===== config.mk =====
export PLATFORM = sky130hd
export DESIGN_NAME = fanin_feeder
export DESIGN_NICKNAME = d
export VERILOG_FILES = /design/src/rtl/fanin_feeder.sv
export SDC_FILE = /design/constraint.sdc
export NUM_CORES = 1
export LEC_CHECK = 0
export ABC_AREA = 1
export ABC_CLOCK_PERIOD_IN_PS = 1600
export CORE_ASPECT_RATIO = 1.1
export CORE_MARGIN = 3
export CORE_UTILIZATION = 40
export DETAILED_ROUTE_END_ITERATION = 7
export GPL_TIMING_DRIVEN = 1
export PLACE_DENSITY = 0.58
export SYNTH_ARGS = -nofsm -noshare
export SYNTH_HDL_FRONTEND = slang
export SYNTH_SLANG_ARGS = --single-unit

===== constraint.sdc =====
create_clock -name clk -period 1.6 [get_ports clk]
set_input_delay 0.24 -clock clk [delete_from_list [all_inputs] [get_ports clk]]
set_output_delay 0.24 -clock clk [all_outputs]
set_load 0.05 [all_outputs]

===== src/rtl/fanin_feeder.sv =====
// Deserialises 8-bit serial frames onto the a..h inputs of a downstream 8-to-1 fan-in tree.
// Latency: a..h and out_valid update on the same edge that captures the 8th valid bit (1 cycle).
// Backpressure: a frame is held until out_ready; serial bits arriving meanwhile are dropped and overrun sets.
module fanin_feeder #(
  parameter int MSB_FIRST = 0,
  parameter int CNT_W     = 8
) (
  input  logic             clk,
  input  logic             rst,
  input  logic             sin,
  input  logic             sin_valid,
  input  logic             sin_start,
  input  logic             out_ready,
  output logic             a,
  output logic             b,
  output logic             c,
  output logic             d,
  output logic             e,
  output logic             f,
  output logic             g,
  output logic             h,
  output logic             out_valid,
  output logic             frame_abort,
  output logic             overrun,
  output logic [CNT_W-1:0] frame_count
);

  typedef enum logic [1:0] {
    IDLE  = 2'd0,
    SHIFT = 2'd1,
    HOLD  = 2'd2
  } state_t;

  state_t     state;
  logic [2:0] idx;
  logic [7:0] sreg;
  logic [7:0] out_word;   // bit 0 drives a, bit 7 drives h
  logic [7:0] frame;
  logic [7:0] load_word;

  assign a = out_word[0];
  assign b = out_word[1];
  assign c = out_word[2];
  assign d = out_word[3];
  assign e = out_word[4];
  assign f = out_word[5];
  assign g = out_word[6];
  assign h = out_word[7];

  // Complete frame as it would look with the current bit merged in, mapped onto a..h order.
  always_comb begin
    frame      = sreg;
    frame[idx] = sin;
    load_word  = '0;
    for (int i = 0; i < 8; i++) begin
      load_word[i] = (MSB_FIRST != 0) ? frame[7-i] : frame[i];
    end
  end

  // Frame assembly, output hold and handshake control.
  always_ff @(posedge clk or posedge rst) begin
    if (rst) begin
      state       <= IDLE;
      idx         <= 3'd0;
      sreg        <= 8'd0;
      out_word    <= 8'd0;
      out_valid   <= 1'b0;
      frame_abort <= 1'b0;
      overrun     <= 1'b0;
      frame_count <= '0;
    end else begin
      frame_abort <= 1'b0;
      case (state)
        IDLE: begin
          // Only a start bit opens a frame; stray bits are silently ignored.
          if (sin_valid && sin_start) begin
            sreg  <= {7'd0, sin};
            idx   <= 3'd1;
            state <= SHIFT;
          end
        end
        SHIFT: begin
          if (sin_valid) begin
            if (sin_start) begin
              // A new start mid-frame restarts assembly from this bit.
              frame_abort <= 1'b1;
              sreg        <= {7'd0, sin};
              idx         <= 3'd1;
            end else if (idx == 3'd7) begin
              sreg      <= frame;
              out_word  <= load_word;
              out_valid <= 1'b1;
              idx       <= 3'd0;
              state     <= HOLD;
            end else begin
              sreg[idx] <= sin;
              idx       <= idx + 3'd1;
            end
          end
        end
        HOLD: begin
          if (out_ready) begin
            out_valid   <= 1'b0;
            frame_count <= frame_count + {{(CNT_W-1){1'b0}}, 1'b1};
            // A start bit on the handshake edge begins the next frame with no bubble.
            if (sin_valid && sin_start) begin
              sreg  <= {7'd0, sin};
              idx   <= 3'd1;
              state <= SHIFT;
            end else begin
              state <= IDLE;
            end
          end else if (sin_valid) begin
            overrun <= 1'b1;
          end
        end
        default: begin
          state <= IDLE;
          idx   <= 3'd0;
        end
      endcase
    end
  end

endmodule


==> out/results.ini <==
[run_status]
status=finished, final reports clean

[synthesis]
syn_area_per_cell_um2=8.259
synth_cells=203
synth_top_family_by_area=simple AND/OR/NAND/NOR gates
syn_nets=212
post_synth_instance_area_um2=1677
yosys.cell_types.count=23
synthAdderAreaFrac_pct=2.239
synth_xor_area_share_pct=2.090
ys_seq_area_share_pct=47.76
yosysWarnings=0
synth-simple-area-share_pct=36.94
synth_compound_area_share_pct=5.224
synth_seq_cells=32
muxShareOfSynthArea_pct=0

[cells_and_area]
layout.nets=244
layoutNonFillerInstCount=288
diodes=0
drive_gt1_share_pct=19.92
area_delta_synth_final_pct=24.48
final_common_cell=nand2_1
mostFrequentLayoutCells=nand2_1, dfrtp_1, nand3_1

[cts]
ctsHtreeMaxLevel=2
cts_root_buf=clkbuf_8
hold_buffers=0
postCtsSetupRepairBufs=0
clk_pin_slew_ps=70
tritoncts=yes
clk_path_buf_depth=2
clock-sinks=32
insertion_delay_ps=280
cts_made_buffers=5
ctsResizeCount=0

[drt]
antenna_left=0
totalWireLength_um=3614
wl_per_cell_um=12.55
drc=0
vias=1431
drtIter0Drc=74
drtPass1Iterations=4
vias_per_cell=4.969

[power_and_ir_drop]
p_sw_share_pct=35.72
vdd_ir_drop_max_mv=0.9183
seqPwrFrac_pct=37.9
power_density_nw_per_um2=1270
p_int_mw=1.703
p_comb_share_pct=30.3
power.switching_mw=0.9466
p_leak_nw=1.119
clkPwrFrac_pct=31.9

[sta]
setup_violations=0
period_share_pct=88.37
worst_pin_slew_ps=412.1
finalSetupTns_ps=0
finalHoldViolCount=0
max_freq_mhz=707.3
layout_min_cycle_time_ps=1414
maxSlewHeadroom_pct=72.53
rsz0062_at_grt=false
fin_worst_skew_ps=6.228
slew_violations=0

[die]
core.rowCount=24
die_h_um=73.90
io_pins=25
initial_core_util_pct=41.98
fp.dieW_um=67.73
core_area_um2=3994
dieArea_um2=5005

[global_route]
grt_pass1_wl_um=6451
grt_pass1_vias=1398
antenna_found_initial=0
track_usage_pct=17.17
grt_max_degree=33
grt_overflow=0

[placement]
dp.cells=280
hpwl_um=2658
gp_congestion=0.9195
portBuffers=24

[setup_path]
end_kind=flip-flop
crit_path_max_fanout=9
worstSetupStartpointType=flip-flop
worstSetupPathType=reg2reg
cp.arrival_ps=1580
worstPathRequired_ps=1770

[worst_hold_path]
hp-class=in2async

[run]
maxCapViolCount=0

-- through the flow --
stage	cell area [um2]	hold WS [ps]	utilization [%]	power, mW	worst slack (ps)
after global placement	1961	462.3	49.09	1.791	64.55
final	2087	349.7	52.26	2.650	186.1
after detailed placement	1961	465.9	49.09	1.814	20.27
after global routing	2087	386.2	52.26	2.842	84.89
after CTS	2087	353.0	52.26	2.677	190.0
after floorplan	1677	356.2	-	1.646	110.9
-- power groups by stage --
stage | Sequential, mW | Clock [mW] | Combinational (mW)
global route | 1.01 | 0.909 | 0.919
CTS | 1.00 | 0.873 | 0.803
finish | 1.00 | 0.845 | 0.802
floorplan | 1.01 | 0 | 0.638
detailed placement | 1.01 | 0 | 0.803
global placement | 1.01 | 0 | 0.781
-- logic make-up after synthesis --
| group | after synthesis |
|---|---|
| compound gates | 17 |
| simple gates | 128 |
| flops | 32 |
| buf+inv | 19 |
| fa+ha+maj | 3 |
| xor+xnor | 4 |
-- critical path, cell delays in order (launching register included) --
cell and delay (ps):
dfrtp_1 580, inv_2 130, nand3_2 150, nand2_4 120, o21ai_0 230, nand2_1 90
-- registers in the layout, indices dropped and copies added (netlist names) --
| signal | flops |
|---|---|
| idx | 3 |
| out_word | 8 |
| out_valid | 1 |
| sreg | 8 |
| frame_count | 8 |
| state | 2 |
| frame_abort | 1 |
| overrun | 1 |
-- synthesized netlist by cell type --
library cell | instances | area [um2]
nand2_2 | 1 | 6.260
dfrtp_1 | 32 | 800.8
xor2_1 | 2 | 17.52
nand2_4 | 3 | 33.78
nand4_1 | 4 | 25.02
nor2_8 | 1 | 20.02
o21bai_1 | 1 | 7.510
nand3b_1 | 1 | 7.510
ha_1 | 3 | 37.54
buf_2 | 2 | 10.01
o21ai_0 | 12 | 60.06
inv_2 | 3 | 11.26
nand3_2 | 3 | 30.03
nand2_1 | 81 | 304.0
a21oi_1 | 1 | 5.000
nor2_4 | 1 | 11.26
inv_1 | 11 | 41.29
buf_6 | 3 | 33.78
nand3_1 | 24 | 120.1
xnor2_1 | 2 | 17.52
nor2_1 | 7 | 26.28
nand3_4 | 2 | 35.03
o21ai_1 | 3 | 15.01
-- path summary, 6_finish.rpt --
path	from	endpoint	slack, ps	depth (start not counted)
worst max register to register	state[0]$_DFFE_PP0P_	sreg[3]$_DFFE_PP0P_	190	5
max in group asynchronous	rst	out_word[0]$_DFFE_PP0P_	950	3
worst min-delay path	rst	sreg[4]$_DFFE_PP0P_	350	3
min in group clk	out_word[6]$_DFFE_PP0P_	out_word[6]$_DFFE_PP0P_	480	2
worst max-delay path	state[0]$_DFFE_PP0P_	sreg[3]$_DFFE_PP0P_	190	5
worst min register to register	out_word[6]$_DFFE_PP0P_	out_word[6]$_DFFE_PP0P_	480	2
-- area by class of cell --
type / count / area (um2)
fill: 384 / 1907
sequential: 32 / 800.8
multi-input combinational: 152 / 779.5
timing repair buffer: 30 / 262.8
clock buffer: 7 / 96.34
tap: 52 / 65.06
inverter: 14 / 52.55
clock inverter: 1 / 30.03
-- per-layer routing --
metal | part of all wire [%] | global-route usage (%)
met3 | 6.4 | 5.046
met2 | 47 | 26.27
met5 | 0 | 0
met1 | 45 | 22.54
met4 | 1.9 | 7.207
No activity file was read; power rests on OpenSTA's default activity.
